**src/rtl/snake_pkg.sv**
```systemverilog
// Shared types for the snake game core.
//   dir_t        : 2-bit heading encoding (left=00, down=01, up=10, right=11)
//   DIR_RESET    : heading after reset or restart
//   is_opposite  : true when two headings point in exactly opposite directions
package snake_pkg;

    typedef enum logic [1:0] {
        DIR_LEFT  = 2'd0,
        DIR_DOWN  = 2'd1,
        DIR_UP    = 2'd2,
        DIR_RIGHT = 2'd3
    } dir_t;

    localparam dir_t DIR_RESET = DIR_RIGHT;

    // The encoding puts opposite directions at bitwise complements.
    function automatic logic is_opposite(dir_t a, dir_t b);
        return (a ^ b) == 2'b11;
    endfunction

endpackage

```
**src/rtl/btn_debounce.sv**
```systemverilog
// One-bit button conditioner: 2-flop synchroniser, counter debounce, press pulse.
//   clk     : system clock
//   clear_n : asynchronous active-low reset
//   btn     : raw asynchronous button level (active-high)
//   rise    : 1-cycle pulse in the cycle the debounced level goes 0 -> 1
module btn_debounce #(
    parameter int unsigned DEB_CYCLES = 10000
) (
    input  logic clk,
    input  logic clear_n,
    input  logic btn,
    output logic rise
);

    localparam int unsigned CntW = (DEB_CYCLES > 1) ? $clog2(DEB_CYCLES) : 1;
    localparam logic [CntW-1:0] CntMax = CntW'(DEB_CYCLES - 1);

    logic            sync1_q;
    logic            sync2_q;
    logic            stable_q;
    logic [CntW-1:0] cnt_q;

    always_ff @(posedge clk or negedge clear_n) begin
        if (!clear_n) begin
            sync1_q  <= 1'b0;
            sync2_q  <= 1'b0;
            stable_q <= 1'b0;
            cnt_q    <= '0;
        end else begin
            sync1_q <= btn;
            sync2_q <= sync1_q;
            if (sync2_q == stable_q) begin
                cnt_q <= '0;
            end else if (cnt_q == CntMax) begin
                stable_q <= sync2_q;
                cnt_q    <= '0;
            end else begin
                cnt_q <= cnt_q + 1'b1;
            end
        end
    end

    // Flagged in the same cycle stable is about to flip high, so the event
    // reaches the queue on the same edge that accepts the new level.
    assign rise = sync2_q && !stable_q && (cnt_q == CntMax);

endmodule

```
**src/rtl/dir_input_ctrl.sv**
```systemverilog
// Direction input controller: turns four raw buttons into a committed heading.
//   clk       : system clock
//   clear_n   : asynchronous active-low reset
//   direction : raw buttons [3]=right [2]=up [1]=down [0]=left
//   move_tick : 1-cycle pulse, commits the oldest queued turn
//   restart   : synchronous restart, flushes queue and heading (debounce kept)
//   heading   : committed direction
//   q_count   : number of queued turns
//   overflow  : 1-cycle pulse when a legal press is dropped on a full queue
module dir_input_ctrl
    import snake_pkg::*;
#(
    parameter int unsigned DEB_CYCLES = 10000,
    parameter int unsigned QDEPTH     = 2
) (
    input  logic       clk,
    input  logic       clear_n,
    input  logic [3:0] direction,
    input  logic       move_tick,
    input  logic       restart,
    output logic [1:0] heading,
    output logic [2:0] q_count,
    output logic       overflow
);

    localparam logic [1:0] LastPtr = 2'(QDEPTH - 1);
    localparam logic [2:0] FullCnt = 3'(QDEPTH);

    logic [3:0] rise;

    for (genvar i = 0; i < 4; i++) begin : g_btn
        btn_debounce #(
            .DEB_CYCLES(DEB_CYCLES)
        ) u_btn (
            .clk    (clk),
            .clear_n(clear_n),
            .btn    (direction[i]),
            .rise   (rise[i])
        );
    end

    dir_t       heading_q;
    dir_t       q_mem_q [4];
    logic [1:0] rd_ptr_q;
    logic [1:0] wr_ptr_q;
    logic [2:0] count_q;
    logic       overflow_q;

    function automatic logic [1:0] ptr_inc(logic [1:0] p);
        return (p == LastPtr) ? 2'd0 : p + 2'd1;
    endfunction

    logic       ev_valid;
    dir_t       ev_dir;
    dir_t       ref_dir;
    logic [1:0] newest_ptr;
    logic       legal;
    logic       pop;
    logic       full;
    logic       push;
    logic       drop;

    always_comb begin
        ev_valid = |rise;
        // Fixed priority; losing events are discarded rather than deferred.
        if (rise[3])      ev_dir = DIR_RIGHT;
        else if (rise[0]) ev_dir = DIR_LEFT;
        else if (rise[1]) ev_dir = DIR_DOWN;
        else              ev_dir = DIR_UP;

        newest_ptr = (wr_ptr_q == 2'd0) ? LastPtr : wr_ptr_q - 2'd1;
        // Compare against where the snake will be heading once the queue
        // drains, sampled before any pop in this cycle.
        ref_dir = (count_q != 3'd0) ? q_mem_q[newest_ptr] : heading_q;
        legal   = ev_valid && (ev_dir != ref_dir) && !is_opposite(ev_dir, ref_dir);

        pop  = move_tick && (count_q != 3'd0);
        full = (count_q == FullCnt);
        push = legal && (!full || pop);
        drop = legal && full && !pop;
    end

    always_ff @(posedge clk or negedge clear_n) begin
        if (!clear_n) begin
            heading_q  <= DIR_RESET;
            rd_ptr_q   <= 2'd0;
            wr_ptr_q   <= 2'd0;
            count_q    <= 3'd0;
            overflow_q <= 1'b0;
            for (int i = 0; i < 4; i++) q_mem_q[i] <= DIR_LEFT;
        end else if (restart) begin
            heading_q  <= DIR_RESET;
            rd_ptr_q   <= 2'd0;
            wr_ptr_q   <= 2'd0;
            count_q    <= 3'd0;
            overflow_q <= 1'b0;
        end else begin
            overflow_q <= drop;
            if (push) begin
                q_mem_q[wr_ptr_q] <= ev_dir;
                wr_ptr_q          <= ptr_inc(wr_ptr_q);
            end
            if (pop) begin
                heading_q <= q_mem_q[rd_ptr_q];
                rd_ptr_q  <= ptr_inc(rd_ptr_q);
            end
            if (push && !pop)      count_q <= count_q + 3'd1;
            else if (pop && !push) count_q <= count_q - 3'd1;
        end
    end

    assign heading  = heading_q;
    assign q_count  = count_q;
    assign overflow = overflow_q;

endmodule

```
**config.mk**
```make
export PLATFORM = sky130hd
export DESIGN_NAME = dir_input_ctrl
export DESIGN_NICKNAME = d
export VERILOG_FILES = /design/src/rtl/snake_pkg.sv /design/src/rtl/btn_debounce.sv /design/src/rtl/dir_input_ctrl.sv
export SDC_FILE = /design/constraint.sdc
export NUM_CORES = 1
export LEC_CHECK = 0
export ABC_AREA = 1
export CORE_AREA = 2 2 133 135
export CTS_BUF_LIST = sky130_fd_sc_hd__clkbuf_16
export DETAILED_ROUTE_END_ITERATION = 8
export DIE_AREA = 0 0 135 137
export HOLD_SLACK_MARGIN = 0.15
export PLACE_DENSITY_LB_ADDON = 0.15
export SLEW_MARGIN = 25
export SYNTH_ARGS = -nofsm -noshare
export SYNTH_HDL_FRONTEND = slang
export SYNTH_HIERARCHICAL = 1
export SYNTH_SLANG_ARGS = --single-unit
```
**constraint.sdc**
```tcl
create_clock -name clk -period 4.36 [get_ports clk]
set_clock_uncertainty 0.15 [all_clocks]
set_input_delay 0.872 -clock clk [delete_from_list [all_inputs] [get_ports clk]]
set_output_delay 0.872 -clock clk [all_outputs]
set_load 0.02 [all_outputs]
```
==> results by group <==
STA
  • RSZ-0062 raised after global routing: false
  • Worst-Margin Slew: 752 ps
  • Max Clock Freq: 297 MHz
  • Hold Vio Cnt, Final: 0
  • Min Clock Period, post-route: 3360 ps
  • Slew HR: 0.499
  • TNS Setup: 0 ps
  • Setup violators final: 0
  • Max-slew violations: 0
  • Final Cycle Share: 0.772

GRT
  • Largest net degree at the start of global routing: 57
  • Grt ovf: 0
  • Initial antenna violation count: 0
  • First-pass GRT wire length: 19.0 mm
  • Number of global-route vias before repair: 3952
  • GRT Resource Usage Total: 0.129

Logic synthesis
  • Synth top area cells: dfrtp_1 42%, nand2_1 9.6%, nor2_1 7.6%
  • Syn Area/Cell: 7.91 sq um
  • Post-synth top area cell: dfrtp_1
  • Complex-gate fraction of the synthesized area: 0.0405
  • Seq/Total Area, Yosys: 0.428
  • Post-synth EDFFs: 0
  • Post-synthesis cell area: 5030 sq um
  • FFs w/ async S/R, synth: 1.00
  • Synth cell count leaders: 129 x nand2_1, 102 x nor2_1, 84 x dfrtp_1
  • Post-Synth Adder-Cell Area: 0.0338
  • Distinct cells, synth: 31
  • Synth warn: 6
  • Synth Area in Simple Gates: 0.378
  • Mux share of post-synthesis cell area: 0
  • Post-synth net total: 657
  • Largest family of logic cells by synthesized area: simple AND/OR/NAND/NOR gates
  • Yosys top cell area share: 0.418
  • Post-Syn Instances: 636
  • Main synth FF type: dfrtp_1
  • Yosys reg bits: 86
  • Post-synthesis share of cell area spent on xor and xnor gates: 0.0435
  • Count leader, synth: nand2_1

Floorplan
  • CORE AREA: 17100 sq um
  • Die area: 18500 sq um
  • Initial core utilization: 0.295
  • Chip Height: 137 um
  • Die width: 135 um
  • Boundary Pins: 14
  • Row Count: 48

Drt
  • DRC viols: 0
  • Drt wl/cell: 12.1 um
  • Via count: 4043
  • DRT Pass-1 Iters: 6
  • Antenna Nets Post-Route: 0
  • Initial DRC Count: 296
  • Routed vias/inst: 4.55
  • DRT Wirelength: 10.7 mm

Power and ir drop
  • Pwr Density: 299 nW/um^2
  • VDD IR max: 0.189 mV
  • Static Leakage: 0.00257 uW

Worst setup path
  • Critical path's top delay family: simple AND/OR/NAND/NOR gates
  • Crit-path cells: ha_1, nand3_2, nor2_4, nand2_4, nor2_1, inv_1, o21ai_1, inv_1, nand2_1, nand2_1, nor2_2, nor2_4, nand3_2, inv_1, fa_1, xnor2_1, inv_1, nand2_1, nand2_1, nand2_1, nand2_1
  • Crit path launch type: flip-flop
  • CP required: 4450 ps
  • Crit Path Max Fanout: 6
  • Reg-to-reg endpoint: q_count[2]
  • Flop2flop setup slack: 1000 ps
  • R2R cell count: 21
  • Crit path top cell by count: nand2_1
  • Setup crit end kind: flip-flop
  • Slowest CP cell: dfrtp_1
  • Critical Path AT: 3450 ps
  • Setup Crit Path Kind: reg2reg
  • Worst R2R Start: g_btn[3].u_btn/cnt_q[0]
  • CP max stage delay: 450 ps
  • CP bufs+invs: 4

Cells and area
  • Area grow syn2layout: 14.0%
  • Final Util: 0.336
  • Fraction of layout instances using a drive strength above 1: 0.149
  • Register Area: 2150 sq um
  • Fill cells: 1787
  • Area of the multi-input gates: 2500 sq um
  • Ant diodes: 0
  • Final nets: 680

CTS
  • CTS Hold Bufs: 0
  • CTS tree: yes
  • TritonCTS Buffers: 9
  • CTS Buffer Depth: 2
  • H-Tree Depth: 3
  • CTS Root Cell: clkbuf_16
  • Clock sink total: 86
  • Post-CTS Setup Bufs: 0
  • Later-pin clock latency in the skew report: 350 ps
  • Resize count post-CTS: 0
  • Clock-pin slew of the registers on the worst-case setup and hold paths: 60 ps

Flow run
  • Max_cap viols: 0

Placement
  • I/O Buffers: 13
  • HPWL after DPL: 7.89 mm
  • GPL Wtd Cong: 0.856

Min path
  • Min-delay worst type: reg2reg
  • WHS Path Cells: 0
  • WHS Endpoint: g_btn[1].u_btn/sync2_q
  • Hold_sp: g_btn[1].u_btn/sync1_q

Outcome
  • Status: complete, no violations
[worst max path at each step]
stage	start	to	slack, ps	cells after the start
2_1_floorplan	g_btn[0].u_btn/cnt_q[0]	q_count[2]	1330	21
3_3_place_gp	g_btn[0].u_btn/cnt_q[0]	q_count[2]	1080	21
4_1_cts	g_btn[0].u_btn/cnt_q[0]	q_count[2]	990	21
5_1_grt	g_btn[0].u_btn/cnt_q[0]	q_count[2]	670	20
3_5_place_dp	g_btn[0].u_btn/cnt_q[0]	q_count[2]	1010	21
6_report	g_btn[3].u_btn/cnt_q[0]	q_count[2]	1000	21
[state kept, by name, indices dropped and copies added, names as in the netlist]
register / cells
g_btn.u_btn/cnt_q: 56
g_btn.u_btn/stable_q: 4
g_btn.u_btn/sync1_q: 4
g_btn.u_btn/sync2_q: 4
heading: 2
overflow: 1
q_count: 3
q_mem_q: 8
rd_ptr_q: 2
wr_ptr_q: 2
[cell type report]
type,instances,share of cell area
clock buffer,9,0.0393
clock inverter,7,0.0142
inverter,94,0.0615
multi-input combinational,453,0.435
sequential,86,0.376
tap,225,0.0491
timing repair buffer,15,0.0249
[power by group]
group	total, uW	switching [uW]	internal, uW
Clock	814	320	494
Sequential	828	17.3	811
Combinational	70.6	46.5	24.2
Total	1710	384	1330
[through the flow]
stage	power (uW)	std cells	setup WS, ps	hold WS [ps]	area [sq um]
2_1_floorplan	878	636	1330	181	5030
3_3_place_gp	916	873	1080	186	5430
3_5_place_dp	917	873	1010	185	5430
4_1_cts	1750	889	988	199	5730
5_1_grt	1790	889	674	214	5730
6_report	1710	889	995	198	5730
[placed cells by master (no fill, tap or decap), types with 2 or more instances in the layout]
| master | instances |
|---|---|
| nand2_1 | 129 |
| nor2_1 | 102 |
| inv_1 | 85 |
| dfrtp_1 | 84 |
| nand3_1 | 39 |
| nand4_1 | 33 |
| nor2_2 | 22 |
| xnor2_1 | 15 |
| a21oi_1 | 13 |
| ha_1 | 12 |
| clkdlybuf4s50_1 | 12 |
| inv_2 | 11 |
| nand2_2 | 11 |
| nand3_2 | 11 |
| nor3_1 | 10 |
| nand2_4 | 10 |
| xor2_1 | 10 |
| nor2_4 | 9 |
| clkbuf_16 | 9 |
| o21ai_1 | 8 |
| a31oi_1 | 4 |
| o21ai_0 | 3 |
| o21ai_2 | 3 |
| buf_4 | 3 |
| a21oi_2 | 2 |
| o31ai_1 | 2 |
| bufinv_16 | 2 |
| clkinv_2 | 2 |
| dfstp_2 | 2 |
[kinds of logic after synthesis]
family,after synthesis
and+or+nand+nor,380
buffers and inverters,97
DFF,86
AOI/OAI and AO/OA,35
xor gates and xnor gates,25
adders and majority gates,13
[routing by layer]
| metal | wire length [um] | global-route usage |
|---|---|---|
| met1 | 5350 | 0.172 |
| met2 | 4830 | 0.203 |
| met3 | 340 | 0.0289 |
| met4 | 197 | 0.0492 |
| met5 | 0 | 0 |
Note: power is estimated with default switching activity, not from simulation.
